[config.mk]
export PLATFORM = sky130hd
export DESIGN_NAME = operand_fetch_flat
export DESIGN_NICKNAME = d
export VERILOG_FILES = /design/src/rtl/operand_fetch_pkg.sv /design/src/rtl/operand_fetch_if.sv /design/src/rtl/operand_fetch_vreg_file.sv /design/src/rtl/operand_fetch.sv /design/src/flat_wrapper.sv
export SDC_FILE = /design/constraint.sdc
export NUM_CORES = 1
export LEC_CHECK = 0
export CAP_MARGIN = 20
export CORE_MARGIN = 2
export CORE_UTILIZATION = 59
export DETAILED_ROUTE_END_ITERATION = 12
export PLACE_DENSITY = 0.93
export SLEW_MARGIN = 10
export SYNTH_ARGS = -nofsm -noshare
export SYNTH_HDL_FRONTEND = slang
export SYNTH_HIERARCHICAL = 1
export SYNTH_SLANG_ARGS = --single-unit
[constraint.sdc]
create_clock -name clk -period 10.6 [get_ports clk]
set_clock_uncertainty 0.2 [all_clocks]
set_input_delay 2.12 -clock clk [delete_from_list [all_inputs] [get_ports clk]]
set_output_delay 2.12 -clock clk [all_outputs]
set_load 0.005 [all_outputs]
[src/rtl/operand_fetch_pkg.sv]
// Shared constants and opcode classification for the vector operand-fetch stage.
// Bypass option is selected in operand_fetch.sv via OPFETCH_WB_BYPASS_EN.
package vp_pkg;

  localparam int NREGS     = 8;
  localparam int OPC_W     = 5;
  localparam int REG_IDX_W = 3;
  localparam int MEM_W     = 15;
  localparam int PC_W      = 16;

  localparam logic [OPC_W-1:0] OPC_NOP = 5'b00000;

  typedef enum logic [1:0] {
    CLS_NOP    = 2'd0,
    CLS_WRITER = 2'd1,
    CLS_READER = 2'd2
  } instr_cls_e;

  // Writers are non-NOP opcodes with the top bit clear; all other non-NOPs only read.
  function automatic instr_cls_e classify(input logic [OPC_W-1:0] opc);
    instr_cls_e cls;
    if (opc == OPC_NOP) begin
      cls = CLS_NOP;
    end else if (!opc[OPC_W-1]) begin
      cls = CLS_WRITER;
    end else begin
      cls = CLS_READER;
    end
    return cls;
  endfunction

  function automatic logic writes_reg(input logic [OPC_W-1:0] opc);
    return (classify(opc) == CLS_WRITER);
  endfunction

  function automatic logic reads_reg(input logic [OPC_W-1:0] opc);
    logic r;
    case (classify(opc))
      CLS_NOP:    r = 1'b0;
      CLS_WRITER: r = 1'b1;
      CLS_READER: r = 1'b1;
      default:    r = 1'b0;
    endcase
    return r;
  endfunction

endpackage

[src/rtl/operand_fetch_if.sv]
// Instruction-in, writeback and operand-out bundle of the operand-fetch stage.
// The slave modport is the stage itself; the master modport is its environment.
interface operand_fetch_if
  import vp_pkg::*;
#(
  parameter int LANES  = 4,
  parameter int LANE_W = 8
) ();

  localparam int VW = LANES * LANE_W;

  logic                 in_valid;
  logic                 in_ready;
  logic [OPC_W-1:0]     opcode;
  logic [REG_IDX_W-1:0] dirl_brv;
  logic [REG_IDX_W-1:0] dire_brv;
  logic [MEM_W-1:0]     dir_mem;
  logic [PC_W-1:0]      pc_in;

  logic                 wb_en;
  logic [REG_IDX_W-1:0] wb_addr;
  logic [VW-1:0]        wb_data;

  logic                 out_valid;
  logic                 out_ready;
  logic [OPC_W-1:0]     out_opcode;
  logic [REG_IDX_W-1:0] out_dest;
  logic [MEM_W-1:0]     out_dir_mem;
  logic [PC_W-1:0]      out_pc;
  logic [VW-1:0]        out_src;

  modport master (
    output in_valid, opcode, dirl_brv, dire_brv, dir_mem, pc_in,
    output wb_en, wb_addr, wb_data, out_ready,
    input  in_ready, out_valid, out_opcode, out_dest, out_dir_mem, out_pc, out_src
  );

  modport slave (
    input  in_valid, opcode, dirl_brv, dire_brv, dir_mem, pc_in,
    input  wb_en, wb_addr, wb_data, out_ready,
    output in_ready, out_valid, out_opcode, out_dest, out_dir_mem, out_pc, out_src
  );

endinterface

[src/rtl/operand_fetch_vreg_file.sv]
// Vector register file: one asynchronous read port, one synchronous write port,
// synchronous clear of every entry.
module vreg_file
  import vp_pkg::*;
#(
  parameter int W = 32
) (
  input  logic                 clk,
  input  logic                 rst,
  input  logic                 we,
  input  logic [REG_IDX_W-1:0] waddr,
  input  logic [W-1:0]         wdata,
  input  logic [REG_IDX_W-1:0] raddr,
  output logic [W-1:0]         rdata
);

  logic [W-1:0] regs [NREGS];

  // storage update: clear on reset, otherwise single-port write
  always_ff @(posedge clk) begin
    if (rst) begin
      for (int i = 0; i < NREGS; i++) begin
        regs[i] <= '0;
      end
    end else if (we) begin
      regs[waddr] <= wdata;
    end
  end

  assign rdata = regs[raddr];

endmodule

[src/rtl/operand_fetch.sv]
// Operand-fetch stage: scoreboarded hazard stall, register read, one output register.
// Define OPFETCH_WB_BYPASS_EN to forward same-cycle writeback data instead of stalling.
module operand_fetch
  import vp_pkg::*;
#(
  parameter int LANES  = 4,
  parameter int LANE_W = 8
) (
  input logic           clk,
  input logic           rst,
  operand_fetch_if.slave bus
);

  localparam int VW = LANES * LANE_W;

  logic [NREGS-1:0]     pending;
  logic [NREGS-1:0]     pending_next;
  logic [VW-1:0]        rf_rdata;
  logic                 is_reader;
  logic                 is_writer;
  logic                 src_byp;
  logic                 dst_byp;
  logic                 hazard;
  logic                 ready;
  logic                 accept;
  logic [VW-1:0]        src_value;

  logic                 out_valid_q;
  logic [OPC_W-1:0]     out_opcode_q;
  logic [REG_IDX_W-1:0] out_dest_q;
  logic [MEM_W-1:0]     out_dir_mem_q;
  logic [PC_W-1:0]      out_pc_q;
  logic [VW-1:0]        out_src_q;

  vreg_file #(.W(VW)) u_vreg_file (
    .clk   (clk),
    .rst   (rst),
    .we    (bus.wb_en),
    .waddr (bus.wb_addr),
    .wdata (bus.wb_data),
    .raddr (bus.dirl_brv),
    .rdata (rf_rdata)
  );

  assign is_reader = reads_reg(bus.opcode);
  assign is_writer = writes_reg(bus.opcode);

  // hazard detection; a writeback landing this cycle can mask a pending bit when bypass is built in
  always_comb begin
    src_byp = 1'b0;
    dst_byp = 1'b0;
    hazard  = 1'b0;
`ifdef OPFETCH_WB_BYPASS_EN
    src_byp = bus.wb_en && (bus.wb_addr == bus.dirl_brv);
    dst_byp = bus.wb_en && (bus.wb_addr == bus.dire_brv);
`endif
    if (bus.in_valid) begin
      hazard = (is_reader && pending[bus.dirl_brv] && !src_byp) ||
               (is_writer && pending[bus.dire_brv] && !dst_byp);
    end else begin
      hazard = 1'b0;
    end
  end

  assign ready        = !rst && (!out_valid_q || bus.out_ready) && !hazard;
  assign accept       = bus.in_valid && ready;
  assign bus.in_ready = ready;

  // source operand selection: NOPs carry zero, bypass forwards the writeback bus
  always_comb begin
    src_value = '0;
    if (!is_reader) begin
      src_value = '0;
    end else if (src_byp) begin
      src_value = bus.wb_data;
    end else begin
      src_value = rf_rdata;
    end
  end

  // scoreboard next state: a new writer's set beats a same-index writeback clear
  always_comb begin
    pending_next = pending;
    for (int i = 0; i < NREGS; i++) begin
      if (accept && is_writer && (bus.dire_brv == REG_IDX_W'(i))) begin
        pending_next[i] = 1'b1;
      end else if (bus.wb_en && (bus.wb_addr == REG_IDX_W'(i))) begin
        pending_next[i] = 1'b0;
      end else begin
        pending_next[i] = pending[i];
      end
    end
  end

  // scoreboard register
  always_ff @(posedge clk) begin
    if (rst) begin
      pending <= '0;
    end else begin
      pending <= pending_next;
    end
  end

  // output register: load on accept, hold while stalled downstream
  always_ff @(posedge clk) begin
    if (rst) begin
      out_valid_q   <= 1'b0;
      out_opcode_q  <= '0;
      out_dest_q    <= '0;
      out_dir_mem_q <= '0;
      out_pc_q      <= '0;
      out_src_q     <= '0;
    end else if (accept) begin
      out_valid_q   <= 1'b1;
      out_opcode_q  <= bus.opcode;
      out_dest_q    <= bus.dire_brv;
      out_dir_mem_q <= bus.dir_mem;
      out_pc_q      <= bus.pc_in;
      out_src_q     <= src_value;
    end else if (bus.out_ready) begin
      out_valid_q   <= 1'b0;
    end else begin
      out_valid_q   <= out_valid_q;
    end
  end

  assign bus.out_valid   = out_valid_q;
  assign bus.out_opcode  = out_opcode_q;
  assign bus.out_dest    = out_dest_q;
  assign bus.out_dir_mem = out_dir_mem_q;
  assign bus.out_pc      = out_pc_q;
  assign bus.out_src     = out_src_q;

endmodule

[src/flat_wrapper.sv]
// flat-port wrapper written by rule: the top's interface ports become plain ports
module operand_fetch_flat import vp_pkg::*;
#(
  parameter int LANES  = 4,
  parameter int LANE_W = 8
)
  (clk, rst, bus_in_valid, bus_opcode, bus_dirl_brv, bus_dire_brv, bus_dir_mem, bus_pc_in, bus_wb_en, bus_wb_addr, bus_wb_data, bus_out_ready, bus_in_ready, bus_out_valid, bus_out_opcode, bus_out_dest, bus_out_dir_mem, bus_out_pc, bus_out_src);
  operand_fetch_if #(.LANES(LANES), .LANE_W(LANE_W)) bus_i ();
  input logic clk;
  input logic rst;
  input wire logic [$bits(bus_i.in_valid)-1:0] bus_in_valid;
  input wire logic [$bits(bus_i.opcode)-1:0] bus_opcode;
  input wire logic [$bits(bus_i.dirl_brv)-1:0] bus_dirl_brv;
  input wire logic [$bits(bus_i.dire_brv)-1:0] bus_dire_brv;
  input wire logic [$bits(bus_i.dir_mem)-1:0] bus_dir_mem;
  input wire logic [$bits(bus_i.pc_in)-1:0] bus_pc_in;
  input wire logic [$bits(bus_i.wb_en)-1:0] bus_wb_en;
  input wire logic [$bits(bus_i.wb_addr)-1:0] bus_wb_addr;
  input wire logic [$bits(bus_i.wb_data)-1:0] bus_wb_data;
  input wire logic [$bits(bus_i.out_ready)-1:0] bus_out_ready;
  output wire logic [$bits(bus_i.in_ready)-1:0] bus_in_ready;
  output wire logic [$bits(bus_i.out_valid)-1:0] bus_out_valid;
  output wire logic [$bits(bus_i.out_opcode)-1:0] bus_out_opcode;
  output wire logic [$bits(bus_i.out_dest)-1:0] bus_out_dest;
  output wire logic [$bits(bus_i.out_dir_mem)-1:0] bus_out_dir_mem;
  output wire logic [$bits(bus_i.out_pc)-1:0] bus_out_pc;
  output wire logic [$bits(bus_i.out_src)-1:0] bus_out_src;
  assign bus_i.in_valid = bus_in_valid;
  assign bus_i.opcode = bus_opcode;
  assign bus_i.dirl_brv = bus_dirl_brv;
  assign bus_i.dire_brv = bus_dire_brv;
  assign bus_i.dir_mem = bus_dir_mem;
  assign bus_i.pc_in = bus_pc_in;
  assign bus_i.wb_en = bus_wb_en;
  assign bus_i.wb_addr = bus_wb_addr;
  assign bus_i.wb_data = bus_wb_data;
  assign bus_i.out_ready = bus_out_ready;
  assign bus_in_ready = bus_i.in_ready;
  assign bus_out_valid = bus_i.out_valid;
  assign bus_out_opcode = bus_i.out_opcode;
  assign bus_out_dest = bus_i.out_dest;
  assign bus_out_dir_mem = bus_i.out_dir_mem;
  assign bus_out_pc = bus_i.out_pc;
  assign bus_out_src = bus_i.out_src;
  operand_fetch #(.LANES(LANES), .LANE_W(LANE_W)) u_core (.clk(clk), .rst(rst), .bus(bus_i));
endmodule
==> flow_summary.toml <==
[min_path]
worstHoldStart = "u_core/bus.out_src[8]$_SDFFE_PP0P_"
min_path_type = "flop to flop"

[timing]
max_freq_mhz = 148
drv_slew = 0
fin_crit_ps = 6780
final.period_utilization = 0.640
setup_viol = 0
hold_violations = 0
tns_ps = 0
rsz0062_at_grt = "no"
max-slew-margin-rel = 0.367
whs_ps = 262
worstMarginPinSlew_ps = 949

[cts]
cts_tree = "built"
ctsHoldBuffers = 0
clkSinkCount = 336
cts_resized = 0
clk_latency_ps = 510
postCtsSetupBuffers = 0
cts_buffer_depth = 3
cts_buffers = 35
clk_pin_slew_ps = 60
clock-root-buffer = "clkbuf_16"
htreeDepth = 2

[logic_synthesis]
synth_cell_types = 39
ys_seq_area_frac = 0.610
syn-num-nets = 1149
ys_warn_count = 6
synth_seq_cells = 336
netlist_instances = 1067
syn_area_um2 = 15200
avgSynthCellArea_um2 = 14.3

[global_route]
grt_usage = 0.269
first_global_vias = 9926
antenna_found_initial = 0
grt_max_degree = 77
gr-total-overflow = 0
grt_pass1_wl_um = 55200

[worst_setup_path]
reg2reg_slack_ps = 7910
critPathSlowestCell = "clkdlybuf4s50_1"
worst_path_largest_cell_delay_ps = 650
cp_data_required_time_ps = 8280
crit_start = "bus_dire_brv[0]"
crit_chain = "clkdlybuf4s50_1 > mux4_2 > a22o_1 > o21ai_0 > and3_1 > clkdlybuf4s50_1"
timing.rr.start = "u_core/pending[7]$_SDFFE_PP0P_"
cp-start-kind = "input pin"
crit_arrival_ps = 4460
crit_type = "input pin to output pin"
cp-end-kind = "output pin"
timing.critical_path.mode_cell = "clkdlybuf4s50_1"
crit_fanout = 8

[route]
vias = 9823
initialDrtViolationCount = 1173
wl_per_cell_um = 23.7
first_pass_iters = 8
ant_nets = 0
vias_per_cell = 6.38
routed_wl_um = 36400
drc = 0

[place]
port_buffers = 154
hpwl_um = 20800
gp_congestion = 0.843

[floorplan]
die_h_um = 165
dieWidth_um = 165
ios = 155
start_util = 0.603
fp-row-count = 58
die-area_um2 = 27100
core_um2 = 25300

[power]
p_leak_nw = 5.99
powerDensity_nw_per_um2 = 170
vdd_ir_drop_max_mv = 0.122

[run_status]
run_status = "complete, no violations"

[run]
cap_violations = 0

[final_layout]
drive_above_1_share = 0.158
diodes = 0
areaGrowthSynthToFinish_pct = 17.4
nets = 1266
num-fill-cells = 1538
## power by group
group | internal, mW | leakage [nW] | switching (mW)
sequential | 1.50 | 3.11 | 0.0290
clock | 0.682 | 0.528 | 0.486
combinational | 0.167 | 2.35 | 0.168
## sequential cells by signal, summed over array words and instances, names as in the netlist
name                     cells
u_core/bus.out_dest          3
u_core/u_vreg_file/regs    256
u_core/bus.out_opcode        5
u_core/bus.out_src          32
u_core/bus.out_valid         1
u_core/bus.out_dir_mem      15
u_core/bus.out_pc           16
u_core/pending               8
## critical path, delay by kind of cell
kind	cells	cell delay [ps]
AO/OA/AOI/OAI	2	450
buffers and inverters	2	1150
multiplexers	1	560
AND/OR/NAND/NOR	1	180
## synth_stat cells
cell type | n | share of area
a21oi_1 | 1 | 0.00033
a22o_1 | 2 | 0.0012
a22oi_1 | 1 | 0.00049
and3_1 | 2 | 0.00082
buf_1 | 10 | 0.0025
buf_12 | 5 | 0.0066
buf_2 | 12 | 0.0039
buf_6 | 20 | 0.015
clkbuf_1 | 48 | 0.012
clkbuf_2 | 1 | 0.00033
clkinv_1 | 33 | 0.0081
dfxtp_1 | 80 | 0.11
edfxtp_1 | 256 | 0.50
inv_1 | 1 | 0.00025
mux2_2 | 11 | 0.0081
mux2_4 | 62 | 0.061
mux2i_1 | 34 | 0.022
mux4_1 | 36 | 0.062
mux4_2 | 30 | 0.044
nand2_1 | 71 | 0.018
nand2b_1 | 4 | 0.0016
nand3_1 | 13 | 0.0043
nand3b_1 | 2 | 0.00099
nand4_1 | 1 | 0.00041
nor2_1 | 4 | 0.00099
nor2b_1 | 43 | 0.018
nor3_1 | 258 | 0.085
nor3_2 | 1 | 0.00066
nor3b_1 | 1 | 0.00049
nor4_1 | 1 | 0.00041
o21ai_0 | 5 | 0.0016
o21bai_1 | 8 | 0.0039
o22ai_1 | 1 | 0.00041
o311ai_0 | 2 | 0.0012
o31ai_1 | 2 | 0.00099
o41ai_1 | 2 | 0.0012
or2_2 | 1 | 0.00041
or3_1 | 1 | 0.00041
or3b_1 | 1 | 0.00058
## layout by cell type, fill, tap and decap left out, types with 4 or more instances in the layout
cell / n
clkbuf_1: 13
clkinv_1: 35
o21bai_4: 4
o21ai_0: 5
o21bai_2: 4
nand2_1: 70
mux2i_1: 34
nor2b_1: 43
mux4_2: 30
nor3_1: 258
mux4_1: 36
buf_4: 23
clkbuf_16: 35
clkinv_2: 6
mux2_2: 11
edfxtp_1: 256
dfxtp_1: 80
clkdlybuf4s50_1: 150
nand3_1: 13
mux2_4: 62
## path summary, 6_finish.rpt
kind,depth (start not counted),endpoint
setup reg to reg,5,u_core/bus.out_pc[0]$_SDFFE_PP0P_
hold reg to reg,2,u_core/bus.out_src[8]$_SDFFE_PP0P_
setup / recovery,6,bus_in_ready
hold / removal,2,u_core/bus.out_src[8]$_SDFFE_PP0P_
## through the flow
stage	area (um^2)	total power, mW	util	instances	setup WS (ps)
2_1_floorplan	15200	1.75	-	1067	5000
3_3_place_gp	16800	1.87	0.665	1477	3860
3_5_place_dp	16800	1.89	0.665	1477	3810
4_1_cts	17900	3.04	0.708	1539	3820
5_1_grt	17900	3.11	0.708	1539	3720
6_report	17900	3.03	0.708	1539	3820
## kinds of logic after synthesis
group,share of synthesized area
simple gates,0.132
compound gates,0.0113
mux,0.198
buf+inv,0.0483
flops,0.610
## layout make-up
type	instances	area [um^2]	share of cell area
repair buffers	176	1690	0.0945
clock buffers	51	966	0.0541
flip-flops and latches	336	9290	0.520
multi-input cells	601	5280	0.295
clock inverters	11	106	0.00595
inverters	34	128	0.00714
well taps	330	413	0.0231
## metal layers
| metal | GRT usage | share of wire |
|---|---|---|
| met1 | 0.342 | 0.37 |
| met2 | 0.457 | 0.50 |
| met3 | 0.0487 | 0.098 |
| met4 | 0.113 | 0.033 |
| met5 | 0 | 0 |
Power figures use the tool's default switching activity.
==> RTL change 1 (same flow settings) <==
The option `OPFETCH_WB_BYPASS_EN` is turned on by a define.
--- a/src/rtl/operand_fetch.sv
+++ b/src/rtl/operand_fetch.sv
@@ -1,4 +1,6 @@
 // Operand-fetch stage: scoreboarded hazard stall, register read, one output register.
 // Define OPFETCH_WB_BYPASS_EN to forward same-cycle writeback data instead of stalling.
+`define OPFETCH_WB_BYPASS_EN
+
 module operand_fetch
   import vp_pkg::*;
Formal check against the unedited RTL: not equivalent (Yosys sat finds a counterexample within 4 cycles, from zero or initial values and one cycle with rst high).
==> RTL change 1 against the original RTL <==
Final cell count is 2.3% higher. Sequential cell count unchanged. Worst setup slack got worse by 0.32 ns. Fmax decreased by 4.5%. Synthesized area up 2.7%. Power increased by 3.1%. Final area increased by 2.9%. Routed wire length up 4.3%. Critical path type unchanged. Highest routed layer is now met5.
==> RTL change 1: results (changes against the original RTL) <==
[grt]
gr-usage-met1_pct = 33.81  ; was 34.21%
grt_pass1_wl_mm = 58.56  ; was 55.23 mm
grt.total_usage_pct = 26.87  ; was 26.88%
antenna_found_initial = 1  ; was 0
grt_use_met3_pct = 4.990  ; was 4.872%
grt_max_degree = 81  ; was 77
grt_pass1_vias = 10600  ; was 9926
grt_use_met2_pct = 45.87  ; was 45.74%

[setup_path]
arrival_ns = 4.78  ; was 4.46 ns
crit_start = bus_dirl_brv[0]  ; was bus_dire_brv[0]
r2r_cells = 6  ; was 5
reg2reg_slack_ns = 8.09  ; was 7.91 ns
critical_path_peak_fanout = 50  ; was 8
critPathCapture = bus_in_ready  ; unchanged
r2r_start = u_core/pending[5]$_SDFFE_PP0P_  ; was u_core/pending[7]$_SDFFE_PP0P_
r2r_end = u_core/bus.out_pc[5]$_SDFFE_PP0P_  ; was u_core/bus.out_pc[0]$_SDFFE_PP0P_

[synth]
synth_nets = 1192  ; was 1149
yosys_warnings = 6  ; unchanged
synth-edff-count = 256  ; unchanged
netlist_instances = 1110  ; was 1067
synth_area_leaders = edfxtp_1, dfxtp_1, mux4_1  ; was edfxtp_1, dfxtp_1, nor3_1
async_flop_share_pct = 0  ; unchanged
synth_seq_area_share_pct = 59.40  ; was 61.02%
yosys-top-cells-count = edfxtp_1, nor3_1, dfxtp_1  ; was nor3_1, edfxtp_1, dfxtp_1
synth_cell_types = 38  ; was 39

[timing]
relSlewSlack_pct = 29.84  ; was 36.73%
worst_slack_ns = 3.502  ; was 3.821 ns

[clock_network]
htreeDepth = 2  ; unchanged
clk_latency_ns = 0.51  ; about the same
clk_pin_slew_ns = 0.06  ; about the same
cts_root_buffer = clkbuf_16  ; unchanged
post_cts_buffers = 0  ; unchanged
cts_made_buffers = 34  ; was 35
post_cts_resized = 0  ; unchanged
clk_path_buf_depth = 3  ; unchanged

[placed_design]
hpwl_mm = 21.27  ; was 20.78 mm
place.gp.congestion = 0.8289  ; was 0.8425
io_buffer_count = 154  ; unchanged

[worst_hold_path]
hold_start = u_core/bus.out_src[2]$_SDFFE_PP0P_  ; was u_core/bus.out_src[8]$_SDFFE_PP0P_
min_to = u_core/bus.out_src[2]$_SDFFE_PP0P_  ; was u_core/bus.out_src[8]$_SDFFE_PP0P_
hold_depth = 2  ; unchanged
hp-class = register to register  ; unchanged

[pwr]
leakagePower_nw = 6.455  ; was 5.985 nW
swShare_pct = 22.74  ; was 22.57%
ir_drop_uv = 168.4  ; was 121.7 uV

[drt]
drt-met1-wl_mm = 13.59  ; was 13.35 mm
met2_length_mm = 19.44  ; was 18.28 mm
dr.pass1.iters = 5  ; was 8
wl_per_cell_um = 24.11  ; was 23.65 um
wl_met3_mm = 3.547  ; was 3.563 mm
highest_layer = met5  ; was met4
drtIter0Drc = 1054  ; was 1173
route.vias.total = 10320  ; was 9823

[final_layout]
top_register = u_core/u_vreg_file/regs  ; unchanged
final_nets = 1296  ; was 1266
diodes = 0  ; unchanged
largest_register_ffs = 256  ; unchanged
drive_above_1_share_pct = 17.50  ; was 15.80%

[status]
status = finished clean  ; unchanged

-- RTL change 1: cell count changes in the layout (fill, tap and decap cells not counted), moves of 5 or more --
cell / before / now
nand3_1: 13 / 7
clkbuf_1: 13 / 3
mux4_2: 30 / 14
o21ai_0: 5 / 0
mux2_4: 62 / 38
o41ai_2: 0 / 8
mux4_1: 36 / 52
mux2_2: 11 / 65
xnor2_1: 0 / 6
-- RTL change 1: final cells by class --
cell class                 instances  area [um2]
clock buffer                      41       950.9
tap                              335       419.2
clock inverter                    21       211.5
fill                            1524        7675
timing repair buffer             173        1667
multi-input combinational        635        5719
sequential                       336        9289
inverter                          34       127.6
-- RTL change 1: power groups by stage --
stage	combinational [mW]	sequential [mW]	clock (mW)
after floorplan	0.217	1.55	0
after global placement	0.337	1.54	0
after detailed placement	0.348	1.55	0
after CTS	0.353	1.53	1.25
after global routing	0.375	1.53	1.30
final	0.355	1.53	1.24
-- RTL change 1: worst max-delay path, stage by stage --
cell and delay (ns):
buf_4 0.30, buf_4 0.73, mux2_2 0.42, o32a_1 0.28, nand4_1 0.11, nand2_1 0.07
a21boi_0 0.20, clkdlybuf4s50_1 0.54
-- RTL change 1: through the flow --
step | hold slack, ns | std cells | cell area [um2]
floorplan | 0.2544 | 1110 | 15640
global placement | 0.2429 | 1513 | 17210
detailed placement | 0.2516 | 1513 | 17210
CTS | 0.2599 | 1575 | 18380
global route | 0.2820 | 1575 | 18380
finish | 0.2552 | 1575 | 18380
-- RTL change 1: logic make-up after synthesis --
| family | count (synthesis) | synth area share, % |
|---|---|---|
| and+or+nand+nor | 400 | 12.79 |
| DFF | 336 | 59.40 |
| muxes | 205 | 21.39 |
| buffers and inverters | 139 | 4.457 |
| AOI/OAI and AO/OA | 24 | 1.624 |
| xor gates and xnor gates | 6 | 0.3361 |
==> RTL change 2 (same flow settings) <==
Without the edit above. Reset style: asynchronous (`rst`), changed in 3 clocked blocks.
--- a/src/rtl/operand_fetch_vreg_file.sv
+++ b/src/rtl/operand_fetch_vreg_file.sv
@@ -18,5 +18,5 @@
 
   // storage update: clear on reset, otherwise single-port write
-  always_ff @(posedge clk) begin
+  always_ff @(posedge clk or posedge rst) begin
     if (rst) begin
       for (int i = 0; i < NREGS; i++) begin
--- a/src/rtl/operand_fetch.sv
+++ b/src/rtl/operand_fetch.sv
@@ -94,5 +94,5 @@
 
   // scoreboard register
-  always_ff @(posedge clk) begin
+  always_ff @(posedge clk or posedge rst) begin
     if (rst) begin
       pending <= '0;
@@ -103,5 +103,5 @@
 
   // output register: load on accept, hold while stalled downstream
-  always_ff @(posedge clk) begin
+  always_ff @(posedge clk or posedge rst) begin
     if (rst) begin
       out_valid_q   <= 1'b0;
Formal check against the unedited RTL: differs if rst is asserted again (counterexample within 4 cycles, from zero or initial values and one cycle with rst high); with rst held inactive, the same outputs for 4 cycles.
==> RTL change 2 against the original RTL <==
Fmax fell by 3.5%. Largest cell class unchanged. Sequential share of layout area fell by 5.1 points. Highest routed layer unchanged. Final area rose by 0.41%. Sequential cell count did not move. Synthesized area fell by 1.2%. Utilization rose by 0.70 points. Non-clock buffer count fell by 5. Routed wire length fell by 3.4%. Worst setup slack got worse by 0.25 ns.
Power is not compared: it rests on default switching activity, and its combinational part moved more than twofold at a synthesized area within 25%.
==> RTL change 2: results (changes against the original RTL) <==
[drt]
dr.pass1.iters = 5  ; was 8
route.vias.total = 9008  ; was 9823
drtIter0Drc = 687  ; was 1173

[grt]
grt_use_met3_pct = 5.028  ; was 4.872%
antenna_found_initial = 2  ; was 0
grt_pass1_wl_mm = 54.46  ; was 55.23 mm
gr-usage-met1_pct = 33.82  ; was 34.21%
grt_max_degree = 115  ; was 77
grt_use_met2_pct = 46.50  ; was 45.74%
grt.total_usage_pct = 26.74  ; was 26.88%
grt_pass1_vias = 9770  ; was 9926

[timing]
relSlewSlack_pct = 28.07  ; was 36.73%

[synth]
synth_nets = 1035  ; was 1149
synth_seq_area_share_pct = 55.91  ; was 61.02%
async_flop_share_pct = 100.0  ; was 0%
yosys-top-cells-count = dfrtp_1, mux2_2, o21ai_0  ; was nor3_1, edfxtp_1, dfxtp_1
synth_area_leaders = dfrtp_1, mux2_2, mux4_1  ; was edfxtp_1, dfxtp_1, nor3_1
synth_cell_types = 37  ; was 39

[setup_path]
critical_path_peak_fanout = 37  ; was 8
max_stage_delay_ns = 0.70  ; was 0.65 ns
r2r_cells = 7  ; was 5
reg2reg_slack_ns = 7.61  ; was 7.91 ns
r2r_start = u_core/pending[5]$_DFFE_PP0P_  ; was u_core/pending[7]$_SDFFE_PP0P_
cp_slowest_cell = clkdlybuf4s50_1  ; unchanged
r2r_end = u_core/bus.out_src[28]$_DFFE_PP0P_  ; was u_core/bus.out_pc[0]$_SDFFE_PP0P_

[worst_hold_path]
min_to = u_core/u_vreg_file/regs[219]$_DFFE_PP0P_  ; was u_core/bus.out_src[8]$_SDFFE_PP0P_
hold_start = u_core/u_vreg_file/regs[219]$_DFFE_PP0P_  ; was u_core/bus.out_src[8]$_SDFFE_PP0P_

[clock_network]
cts_made_buffers = 36  ; was 35

[final_layout]
final_nets = 1175  ; was 1266
drive_above_1_share_pct = 39.32  ; was 15.80%
nFillCells = 1545  ; was 1538

[placed_design]
hpwl_mm = 20.28  ; was 20.78 mm
place.gp.congestion = 0.7753  ; was 0.8425

[status]
status = finished clean  ; unchanged

==> RTL change 2: cell types whose count changed in the layout (fill, tap and decap cells not counted), moves of 28 or more <==
cell,unedited run,this run
dfrtp_1,0,336
mux2_2,11,311
nor3_1,258,0
edfxtp_1,256,0
dfxtp_1,80,0
o21ai_0,5,66
mux2_4,62,6
nor2b_1,43,1
clkinv_1,35,0
nand2_1,70,36
mux2i_1,34,6
==> RTL change 2: routing by layer <==
layer / vias up / wire (um) / share of wire, %
li1: 3839 / - / -
met1: 4736 / 14170 / 40
met2: 359 / 17930 / 51
met3: 74 / 2198 / 6.3
met4: 0 / 858 / 2.4
met5: - / 0 / 0
==> RTL change 2: worst max path at each step <==
stage | slack (ns) | to | cells after the start | start
final | 3.57 | bus_in_ready | 7 | bus_dire_brv[1]
after detailed placement | 3.60 | bus_in_ready | 7 | bus_dire_brv[1]
after CTS | 3.58 | bus_in_ready | 7 | bus_dire_brv[1]
after floorplan | 1.24 | u_core/u_vreg_file/regs[0]$_DFFE_PP0P_ | 1 | rst
after global routing | 3.46 | bus_in_ready | 7 | bus_dire_brv[1]
after global placement | 3.59 | bus_in_ready | 7 | bus_dire_brv[1]
==> RTL change 2: critical path, delay by kind of cell <==
family | cells | cell delay, ns
AO/OA/AOI/OAI | 1 | 0.21
buffers and inverters | 2 | 1.21
multiplexers | 1 | 0.55
AND/OR/NAND/NOR | 3 | 0.62
==> RTL change 2: cell type report <==
cell class | instances | share of cell area, %
sequential | 336 | 46.86
multi-input combinational | 546 | 34.66
tap | 330 | 2.301
clock buffer | 55 | 6.262
antenna | 2 | 0.02789
clock inverter | 9 | 0.5718
inverter | 2 | 0.09065
timing repair buffer | 171 | 9.232
==> RTL change 2: logic make-up (layout without fill, tap and decap cells) <==
family	Yosys count	count (layout)	synth area share (%)
multiplexers	398	398	35.67
flip-flops	336	336	55.91
AO/OA/AOI/OAI	83	83	2.920
buffers and inverters	71	237	3.045
AND/OR/NAND/NOR	65	65	2.463
other	0	2	0
==> RTL change 2: power by group through the flow <==
stage	registers [mW]	logic [mW]	clock network, mW
global placement	1.75	0.776	0
global route	1.79	0.883	1.35
CTS	1.76	0.827	1.30
finish	1.76	0.822	1.28
floorplan	1.73	0.488	0
detailed placement	1.77	0.815	0
==> RTL change 2: per-stage QoR <==
stage	setup WS (ns)	std cells	hold WS, ns	power, mW	area [um2]
final	3.572	1451	0.2801	3.866	17940
after global routing	3.461	1449	0.2962	4.032	17940
after CTS	3.582	1449	0.2799	3.887	17940
after detailed placement	3.597	1385	0.2666	2.589	16710
after global placement	3.592	1385	0.2604	2.524	16710
after floorplan	1.238	953	0.2488	2.213	15040
